--- config.mk ---
export PLATFORM = sky130hd
export DESIGN_NAME = bist_response_analyzer
export DESIGN_NICKNAME = d
export VERILOG_FILES = /design/src/rtl/bist_response_analyzer.sv
export SDC_FILE = /design/constraint.sdc
export NUM_CORES = 1
export LEC_CHECK = 0
export CORE_UTILIZATION = 51
export CTS_CLUSTER_SIZE = 14
export DETAILED_ROUTE_END_ITERATION = 16
export PLACE_DENSITY = 0.78
export RECOVER_POWER = 25
export SYNTH_ARGS = -nofsm -noshare
export SYNTH_HDL_FRONTEND = slang
export SYNTH_SLANG_ARGS = --single-unit
--- constraint.sdc ---
create_clock -name clk -period 2.1 [get_ports clk]
set_clock_uncertainty 0.05 [all_clocks]
set_input_delay 0.42 -clock clk [delete_from_list [all_inputs] [get_ports clk]]
set_output_delay 0.42 -clock clk [all_outputs]
set_load 0.05 [all_outputs]
--- src/rtl/bist_response_analyzer.sv ---
// +------------------------------------------------------------------------+
// | bist_response_analyzer : LFSR pattern source, MISR compactor, cycle/   |
// | toggle counters and golden-value evaluation for a BIST session.        |
// | Revision: 1.0                                                          |
// +------------------------------------------------------------------------+
`default_nettype none

module bist_response_analyzer #(
  parameter int               WIDTH      = 8,
  parameter logic [WIDTH-1:0] POLY       = 8'h1D,
  parameter logic [WIDTH-1:0] SEED       = 8'h01,
  parameter logic [WIDTH-1:0] GOLDEN_SIG = 8'h00,
  parameter int               NCLOCK     = 650,
  parameter int               NTOGGLE    = 0
) (
  input  logic             clk,
  input  logic             reset,
  input  logic             init,
  input  logic             running,
  input  logic             toggle,
  input  logic             finish,
  input  logic [WIDTH-1:0] cut_resp,
  output logic [WIDTH-1:0] test_vector,
  output logic [WIDTH-1:0] signature,
  output logic             done,
  output logic             pass,
  output logic             fail
);

  localparam int CW = $clog2(NCLOCK + 1) + 1;

  localparam logic [2:0] c_IDLE  = 3'd0;
  localparam logic [2:0] c_ARMED = 3'd1;
  localparam logic [2:0] c_RUN   = 3'd2;
  localparam logic [2:0] c_CHECK = 3'd3;
  localparam logic [2:0] c_DONE  = 3'd4;

  localparam logic [CW-1:0] c_CYC_MAX = '1;
  localparam logic [CW-1:0] c_NCLOCK  = CW'(NCLOCK);
  localparam logic [15:0]   c_TOG_MAX = 16'hFFFF;
  localparam logic [15:0]   c_NTOGGLE = 16'(NTOGGLE);

  logic [2:0]       r_state;
  logic [2:0]       w_state_nx;
  logic [WIDTH-1:0] r_lfsr;
  logic [WIDTH-1:0] r_misr;
  logic [CW-1:0]    r_cyc_cnt;
  logic [15:0]      r_tog_cnt;
  logic             r_tog_d;
  logic             r_done;
  logic             r_pass;
  logic             r_fail;

  logic             w_active;
  logic             w_shift;
  logic             w_tog_inc;
  logic             w_eval;
  logic             w_match;
  logic [WIDTH-1:0] w_lfsr_nx;
  logic [WIDTH-1:0] w_misr_nx;

  // Galois shift: multiply by x modulo the feedback polynomial
  assign w_lfsr_nx = {r_lfsr[WIDTH-2:0], 1'b0} ^ (r_lfsr[WIDTH-1] ? POLY : '0);
  assign w_misr_nx = {r_misr[WIDTH-2:0], 1'b0} ^ (r_misr[WIDTH-1] ? POLY : '0) ^ cut_resp;

  assign w_match = (r_misr == GOLDEN_SIG) && (r_cyc_cnt == c_NCLOCK) &&
                   ((NTOGGLE == 0) || (r_tog_cnt == c_NTOGGLE));

  always_ff @(posedge clk or negedge reset) begin
    if (!reset) begin
      r_state <= c_IDLE;
    end else begin
      r_state <= w_state_nx;
    end
  end

  always_comb begin
    w_state_nx = r_state;
    if (init) begin
      w_state_nx = c_ARMED;
    end else begin
      case (r_state)
        c_IDLE:  w_state_nx = c_IDLE;
        c_ARMED: w_state_nx = finish ? c_CHECK : (running ? c_RUN : c_ARMED);
        c_RUN:   w_state_nx = finish ? c_CHECK : c_RUN;
        c_CHECK: w_state_nx = c_DONE;
        c_DONE:  w_state_nx = c_DONE;
        default: w_state_nx = c_IDLE;
      endcase
    end
  end

  // ARMED and RUN share the same datapath behaviour; init overrides everything
  always_comb begin
    w_active  = !init && ((r_state == c_ARMED) || (r_state == c_RUN));
    w_shift   = w_active && running;
    w_tog_inc = w_active && toggle && !r_tog_d;
    w_eval    = !init && (r_state == c_CHECK);
  end

  always_ff @(posedge clk or negedge reset) begin
    if (!reset) begin
      r_lfsr    <= SEED;
      r_misr    <= '0;
      r_cyc_cnt <= '0;
      r_tog_cnt <= '0;
      r_tog_d   <= 1'b0;
    end else begin
      r_tog_d <= toggle;
      if (init) begin
        r_lfsr    <= SEED;
        r_misr    <= '0;
        r_cyc_cnt <= '0;
        r_tog_cnt <= '0;
      end else begin
        if (w_shift) begin
          r_lfsr <= w_lfsr_nx;
          r_misr <= w_misr_nx;
          if (r_cyc_cnt != c_CYC_MAX) begin
            r_cyc_cnt <= r_cyc_cnt + CW'(1);
          end
        end
        if (w_tog_inc && (r_tog_cnt != c_TOG_MAX)) begin
          r_tog_cnt <= r_tog_cnt + 16'd1;
        end
      end
    end
  end

  always_ff @(posedge clk or negedge reset) begin
    if (!reset) begin
      r_done <= 1'b0;
      r_pass <= 1'b0;
      r_fail <= 1'b0;
    end else if (init) begin
      r_done <= 1'b0;
      r_pass <= 1'b0;
      r_fail <= 1'b0;
    end else if (w_eval) begin
      r_done <= 1'b1;
      r_pass <= w_match;
      r_fail <= !w_match;
    end
  end

  assign test_vector = r_lfsr;
  assign signature   = r_misr;
  assign done        = r_done;
  assign pass        = r_pass;
  assign fail        = r_fail;

endmodule

`default_nettype wire
=== Word-level counts from Yosys, hierarchy flattened ===
Cells that the tools add are included.

* Bits of input ports: 14
* Logic and storage cells: 50
* Register bits: 33
* Output and inout port bits: 19

* Reductions and logical operators: 13
* Equality and inequality tests: 6
* Multiplexer cells: 20
* Add/sub/neg operators: 1
* Bitwise gates (word level): 3

{| class="wikitable"
|+ Operators by type and width
! operator !! number
|-
| $mux 11 || 3
|-
| $mux 8 || 4
|-
| $xor 8x5->8 || 2
|-
| $add 11x1->11 const B || 1
|-
| $eq 11x10->1 const B || 1
|-
| $ne 11x11->1 const B || 1
|-
| $mux 5 || 2
|-
| $pmux 3 s3 || 1
|-
| $logic_not 8->1 || 1
|-
| $xor 8x8->8 || 1
|-
| $mux 1 || 7
|-
| $eq 3x2->1 const B || 2
|-
| $reduce_bool 2->1 || 3
|-
| $logic_and 1x1->1 || 4
|-
| $mux 2 || 2
|-
| $eq 3x1->1 const B || 1
|-
| $eq 3x3->1 const B || 1
|-
| $mux 3 || 1
|-
| $logic_not 1->1 || 2
|-
| $reduce_and 2->1 || 1
|-
| $reduce_or 2->1 || 1
|-
| $logic_or 1x1->1 || 1
|}

=== Longest topological paths before layout ===
Gate-level depths: netlist (run 1).

* Word-level depth: 6
* Depth in mapped cells: 6
* Depth with buffers taken out: 6

=== Least setup slack after synthesis (run 1) ===
Ideal clock, no wire load.

* Path kind: reg-to-reg
* Start: reg r_misr[7] (netlist: signature[7])
* End: reg r_fail (netlist: fail)
* Period minus slack after synthesis: 1.845 ns
* Arrival time: 1.675 ns
* Data required time: 1.930 ns
* Path slack: 0.255 ns
* Cell stages (with the launch flop): 6
* Buffers on the path: 1
* Cells stage by stage: dfrtp_1 > clkbuf_1 > nor4_1 > nand4_1 > or4_1 > o211a_1

* Cells in the longest elaborated chain, start to end: 5

{| class="wikitable"
|+ Ends and longest elaborated chain
! element !! RTL line !! text
|-
| start: declaration || 46 || <nowiki>logic [WIDTH-1:0] r_misr;</nowiki>
|-
| start signal: assignment || 118 || <nowiki>r_misr <= w_misr_nx;</nowiki>
|-
| $logic_not 8->1 || 66 || <nowiki>assign w_match = (r_misr == GOLDEN_SIG) && (r_cyc_cnt == c_NCLOCK) &&</nowiki>
|-
| $logic_and 1x1->1 || 66 ||
|-
| $logic_not 1->1 || 142 || <nowiki>r_fail <= !w_match;</nowiki>
|-
| $mux 1 || 139 || <nowiki>end else if (w_eval) begin</nowiki>
|-
| $mux 1 || 135 || <nowiki>end else if (init) begin</nowiki>
|-
| end signal: assignment || 142 ||
|-
| end: declaration || 52 || <nowiki>logic r_fail;</nowiki>
|}

Every way passes these cells. The select of a mux whose other input is x is not followed.
A chain may end at the register's enable or synchronous reset.

=== Final worst setup path (run 1) ===
* Start: reg r_lfsr[2] (netlist: test_vector[2])
* End: out test_vector[2]

{| class="wikitable"
|+ RTL lines
! element !! RTL line !! text
|-
| start: declaration || 45 || <nowiki>logic [WIDTH-1:0] r_lfsr;</nowiki>
|-
| start signal: assignment || 117 || <nowiki>r_lfsr <= w_lfsr_nx;</nowiki>
|-
| end: declaration || 23 || <nowiki>output logic [WIDTH-1:0] test_vector,</nowiki>
|}

No word-level cell between the ends.

==> results.cfg, run 1 <==
[detailed_routing]
drcViolationCount = 0
dr.pass1.iters = 4
wl_mm = 3.73
viasPerCell = 5.63
wl_per_cell_microns = 14.4
ant_nets = 0
first_iter_violations = 47
vias = 1465

[timing]
tightest_slew_ns = 0.801
rsz0062_at_grt = no
drv_slew = 0
fin_crit_sh_pct = 96.3
slew_headroom_pct = 46.6
max_freq_mhz = 495
hold_viol_final = 0
finalCriticalPeriod_ns = 2.02
setup_viol = 0

[layout]
final_area_sq_um = 2140
layoutNonFillerInstCount = 260
area_growth_pct = 26.6
n_antenna_cell = 0
drive_above_1_share_pct = 11.1
layout.nets = 231
n_fill_cell = 257

[logic_synthesis]
synth.area.top_cells = dfrtp_1 (47%), xnor2_1 (7.3%), nand2_1 (5.3%), a21oi_1 (4.7%), nor2_1 (4.5%)
synth_area_per_cell_sq_um = 9.58
synth_nets = 192
ys_ff_latch = 33
netlist_area_sq_um = 1690
netlist_instances = 176
yosys_warnings = 0
synth_top_cell_area_share_pct = 47.5
yosysTopAreaCell = dfrtp_1
ys.flop_type = dfrtp_1
async_flop_share_pct = 100
synth_cell_types = 41
synth_edf_count = 0
synth_seq_area_share_pct = 49.0

[worst_setup_path]
worstReg2RegStart = r_cyc_cnt[3]$_DFFE_PN0P_
critPathRequiredTime_ns = 1.63
worstPathArrival_ns = 1.55
cp_slowest_cell = clkdlybuf4s50_1
crit_chain = clkdlybuf4s50_1
startpoint = test_vector[2]$_DFFE_PN0P_
crit_buf_inv = 1
slowest_delay_ns = 0.82
crit_type = flip-flop to output pin
cp-end-kind = output pin
critPathLaunchType = flip-flop
critPathMaxFanout = 3
crit_family = buffers and inverters

[placed_design]
place.port_buffers = 31
place.gp.congestion = 0.897
dpl_cell_area_sq_um = 2070
dp_hpwl_mm = 2.80
placed_cells = 252

[pwr]
sw_frac_of_total_pct = 37.2
irDropWorstVdd_mv = 0.463
intPower_mw = 1.05
p_switching_uw = 620
p_leak_nw = 0.964
seqPwrFrac_pct = 45.8
power_frac_comb_pct = 34.2
p_per_area_nw_per_um2 = 780
pwr-share-clk_pct = 20.0

[outcome]
status = completed

[hold_path]
hold_path_class = flip-flop to flip-flop
hold_start = done$_DFFE_PN0P_

[floorplan]
num_rows = 20
chipWidth_microns = 59.5
coreArea_sq_um = 3100
die_y_microns = 59.5
die-area_sq_um = 3540
io_pins = 33
initial_core_util_pct = 54.4

[cts]
post_cts_buffers = 0
cts_inserted_buffers = 5
ctsLongestPathBuffers = 2
h-tree-depth = 2
cts-root-buf = clkbuf_4
cts_tree = built
path_clk_slew_ns = 0.09
clock_sinks = 33
clock_latency_ns = 0.33

[global_route]
grt_util_all_layers_pct = 24.4
grt_overflow = 0
grt_pass1_vias = 1465
grt_max_degree = 34
grt_pass1_wl_mm = 6.43
antenna_found_initial = 0

[job]
maxCapViolations = 0
==> metrics by stage <==
stage / setup TNS [ns] / hold slack (ns) / util (%) / setup slack, ns / power [mW]
finish: 0 / 0.455 / 68.8 / 0.0786 / 1.67
detailed placement: -0.0584 / 0.441 / 66.8 / -0.0430 / 1.35
global placement: 0 / 0.431 / 66.8 / 0.0148 / 1.33
floorplan: 0 / 0.0744 / - / 0.255 / 1.15
global route: 0 / 0.492 / 68.8 / 0.0219 / 1.75
CTS: 0 / 0.441 / 68.4 / 0.0353 / 1.68
==> cells in the mapped netlist, types with 2 or more instances <==
cell       n
xnor2_1   14
and4_1     3
nor2b_1    2
nor2_1    20
nand2_1   24
o31ai_1    3
dfrtp_1   32
nand4_1    3
buf_2      2
clkbuf_1   4
a211oi_1   9
inv_1      4
nand3_1    2
or3_1      3
ha_1       2
nor4_1     2
or4_1      4
a21oi_1   16
o21ai_0    5
==> cells by family (layout without fill, tap and decap cells) <==
family / after synthesis / in the layout / synth area share, %
compound gates: 39 / 39 / 14.8
xor+xnor: 15 / 15 / 8.23
fa+ha+maj: 2 / 2 / 1.48
buf+inv: 12 / 52 / 3.04
flops: 33 / 33 / 49.0
mux: 2 / 2 / 1.26
simple gates: 73 / 73 / 22.2
==> layout by cell type, fill, tap and decap left out, types with 3 or more instances in the layout <==
cell type        instances
clkbuf_4                 5
or4_1                    4
inv_1                    4
xnor2_1                 14
nor2_1                  20
a21oi_1                 16
nand4_1                  3
and4_1                   3
o31ai_1                  3
or3_1                    3
buf_4                   12
clkdlybuf4s50_1         20
nand2_1                 24
dfrtp_1                 32
o21ai_0                  5
dlymetal6s2s_1           6
a211oi_1                 9
==> repair_timing <==
action,4_1_cts,5_1_grt
hold buffers,0,0
gates resized for setup,0,6
setup endpoints to repair,0,6
==> power by group through the flow <==
stage	logic (mW)	clock network, mW	registers, mW
after CTS	0.577	0.343	0.764
after floorplan	0.223	0	0.925
after global placement	0.557	0	0.770
after detailed placement	0.574	0	0.776
final	0.571	0.333	0.763
after global routing	0.614	0.366	0.772
==> area by class of cell <==
class	count	area [sq um]	area share [%]
Timing Repair Buffer	40	380	17.8
Inverter	4	15.0	0.703
Tap cell	44	55.1	2.58
Sequential cell	33	827	38.7
Clock inverter	1	5.00	0.234
Clock buffer	7	45.0	2.11
Multi-Input combinational cell	131	808	37.8
==> per-layer routing <==
layer / wire (microns) / GRT usage [%] / vias up / share of wire [%]
met1: 1650 / 31.7 / 716 / 44
met3: 152 / 6.33 / 8 / 4.1
met2: 1870 / 39.0 / 39 / 50
li1: - / - / 702 / -
met4: 63 / 9.63 / 0 / 1.7
met5: 0 / 0 / - / 0
==> sequential cells by signal, summed over array words and instances (netlist names) <==
signal,cells
done,1
pass,1
signature,8
r_state,3
fail,1
test_vector,8
r_cyc_cnt,11
==> worst min-delay path, delay by kind of cell (launching register included) <==
kind | cells | cell delay [ns]
flip-flops | 1 | 0.35
AND/OR/NAND/NOR | 2 | 0.13
==> path summary, 6_finish.rpt <==
kind                                             to  slack [ns]  cells past startpoint
hold reg to reg                    done$_DFFE_PN0P_        0.45                      2
setup reg to reg                   fail$_DFFE_PN0P_        0.23                      4
hold / removal                     done$_DFFE_PN0P_        0.45                      2
setup / recovery                     test_vector[2]        0.08                      1
min in group asynchronous  r_cyc_cnt[4]$_DFFE_PN0P_        0.64                      2
max in group asynchronous      r_state[0]$_DFF_PN0_        0.85                      2
Power figures use the tool's default switching activity.
==> run 2, diff against run 1 <==
--- a/config.mk
+++ b/config.mk
@@ -5,6 +5,7 @@
 export SDC_FILE = /design/constraint.sdc
 export NUM_CORES = 1
 export LEC_CHECK = 0
+export CORE_ASPECT_RATIO = 1.5
 export CORE_UTILIZATION = 51
 export CTS_CLUSTER_SIZE = 14
 export DETAILED_ROUTE_END_ITERATION = 16
==> constraint.sdc (replaced) <==
create_clock -name clk -period 1.9 [get_ports clk]
set_clock_uncertainty 0.05 [all_clocks]
set_input_delay 0.38 -clock clk [delete_from_list [all_inputs] [get_ports clk]]
set_output_delay 0.38 -clock clk [all_outputs]
set_load 0.05 [all_outputs]
==> results.cfg, run 2 (synthesized netlist as in run 1, its figures left out) <==
[placed_design]
dp_hpwl_mm = 2.96
place.gp.congestion = 0.890
place.port_buffers = 31

[global_route]
grt_pass1_wl_mm = 6.67
grt_pass1_vias = 1489
grt_max_degree = 34
grt_util_all_layers_pct = 25.0
antenna_found_initial = 0
grt_overflow = 0

[job]
maxCapViolations = 0

[worst_setup_path]
crit_family = simple AND/OR/NAND/NOR gates
crit_type = flip-flop to flip-flop
crit_buf_inv = 0
crit_chain = ha_1 > and4_1 > and4_2 > or4_1 > a21oi_1
slowest_delay_ns = 0.41
worstPathArrival_ns = 2.00
cp-end-kind = flip-flop
critPathRequiredTime_ns = 2.06
critPathLaunchType = flip-flop
cp_slowest_cell = dfrtp_1
critPathMaxFanout = 6

[timing]
slew_headroom_pct = 44.8
tightest_slew_ns = 0.828
fin_crit_sh_pct = 97.2
tns_ns = 0
max_freq_mhz = 542
drv_slew = 0
hold_viol_final = 0
setup_viol = 0
finalCriticalPeriod_ns = 1.85

[detailed_routing]
first_iter_violations = 29
wl_mm = 4.06
vias = 1480
drcViolationCount = 0
ant_nets = 0
viasPerCell = 5.67
wl_per_cell_microns = 15.6
dr.pass1.iters = 4

[layout]
regArea_sq_um = 827
multiInputGateArea_sq_um = 815
n_fill_cell = 246
n_antenna_cell = 0
mostFrequentLayoutCells = dfrtp_1 (32), buf_4 (32), nand2_1 (24)
area_growth_pct = 30.8
layout.nets = 236
largest_reg_flops = 11
largest_register = r_cyc_cnt
drive_above_1_share_pct = 22.2
fin_util_pct = 69.8

[cts]
cts_hold_buffers = 0
ctsLongestPathBuffers = 2
clock_latency_ns = 0.28
h-tree-depth = 2
clock_sinks = 33
path_clk_slew_ns = 0.07
cts_inserted_buffers = 5
cts-root-buf = clkbuf_8
cts_tree = built

[floorplan]
die-area_sq_um = 3550
num_rows = 25
die_y_microns = 72.4
initial_core_util_pct = 53.4
io_pins = 33
chipWidth_microns = 49.0
coreArea_sq_um = 3160

[hold_path]
hold_path_class = flip-flop to flip-flop

[pwr]
p_per_area_nw_per_um2 = 1030
p_leak_nw = 0.961
irDropWorstVdd_mv = 0.827

[outcome]
status = completed
## run 2: area by class of cell
class | count | area share (%)
clock buffer | 5 | 3.12
sequential | 33 | 37.5
multi-input combinational | 131 | 36.9
inverter | 4 | 0.681
clock inverter | 3 | 2.95
timing repair buffer | 45 | 16.6
tap | 40 | 2.27
## run 2: metrics by stage
stage	total power [mW]	instance area (sq um)	worst slack [ns]	hold WS, ns	cells
after CTS	2.27	2190	0.0333	0.454	260
after floorplan	1.27	1690	0.0551	0.0344	176
after detailed placement	1.48	2060	-0.176	0.442	252
after global routing	2.35	2210	-0.000252	0.478	261
after global placement	1.46	2060	-0.147	0.434	252
final	2.26	2210	0.0537	0.460	261
## run 2: power breakdown
| group | internal, mW | total, mW | switching [mW] |
|---|---|---|---|
| logic | 0.242 | 0.631 | 0.389 |
| clock network | 0.521 | 0.782 | 0.261 |
| registers | 0.771 | 0.848 | 0.0779 |
| total | 1.53 | 2.26 | 0.728 |
## run 2: timing repair
action | CTS | global route
hold endpoints to repair | 0 | 0
resized for setup | 0 | 3
setup endpoints to repair | 0 | 5
buffers inserted | 0 | 1
## run 2: per-layer routing
layer | wire length (microns) | GRT usage, % | vias up | part of all wire (%)
met1 | 1610 | 26.3 | 725 | 40
met4 | 71 | 10.8 | 0 | 1.7
li1 | - | - | 712 | -
met2 | 2260 | 47.5 | 35 | 56
met3 | 118 | 5.24 | 8 | 2.9
met5 | 0 | 0 | - | 0
## run 2: final timing paths
kind,start,end,cells after the start,slack (ns)
max,r_cyc_cnt[0]$_DFFE_PN0P_,r_cyc_cnt[5]$_DFFE_PN0P_,5,0.05
max in group asynchronous,reset,test_vector[5]$_DFFE_PN0P_,2,0.61
min in group asynchronous,reset,fail$_DFFE_PN0P_,2,0.67
min,test_vector[0]$_DFFE_PN1P_,test_vector[0]$_DFFE_PN1P_,2,0.46
max reg2reg,r_cyc_cnt[0]$_DFFE_PN0P_,r_cyc_cnt[5]$_DFFE_PN0P_,5,0.05
min reg2reg,test_vector[0]$_DFFE_PN1P_,test_vector[0]$_DFFE_PN1P_,2,0.46
## run 2: worst register-to-register path, stage by stage, from the launching register on
cell and delay (ns):
dfrtp_1 0.41, ha_1 0.24, and4_1 0.22, and4_2 0.29
or4_1 0.40, a21oi_1 0.15
==> run 3, diff against run 2 <==
--- a/config.mk
+++ b/config.mk
@@ -7,6 +7,7 @@
 export LEC_CHECK = 0
 export CORE_ASPECT_RATIO = 1.5
 export CORE_UTILIZATION = 51
+export CTS_CLUSTER_DIAMETER = 100
 export CTS_CLUSTER_SIZE = 14
 export DETAILED_ROUTE_END_ITERATION = 16
 export PLACE_DENSITY = 0.78
==> results of run 3 <==
No change in the layout: final DEF, timing and power equal those of run 2.
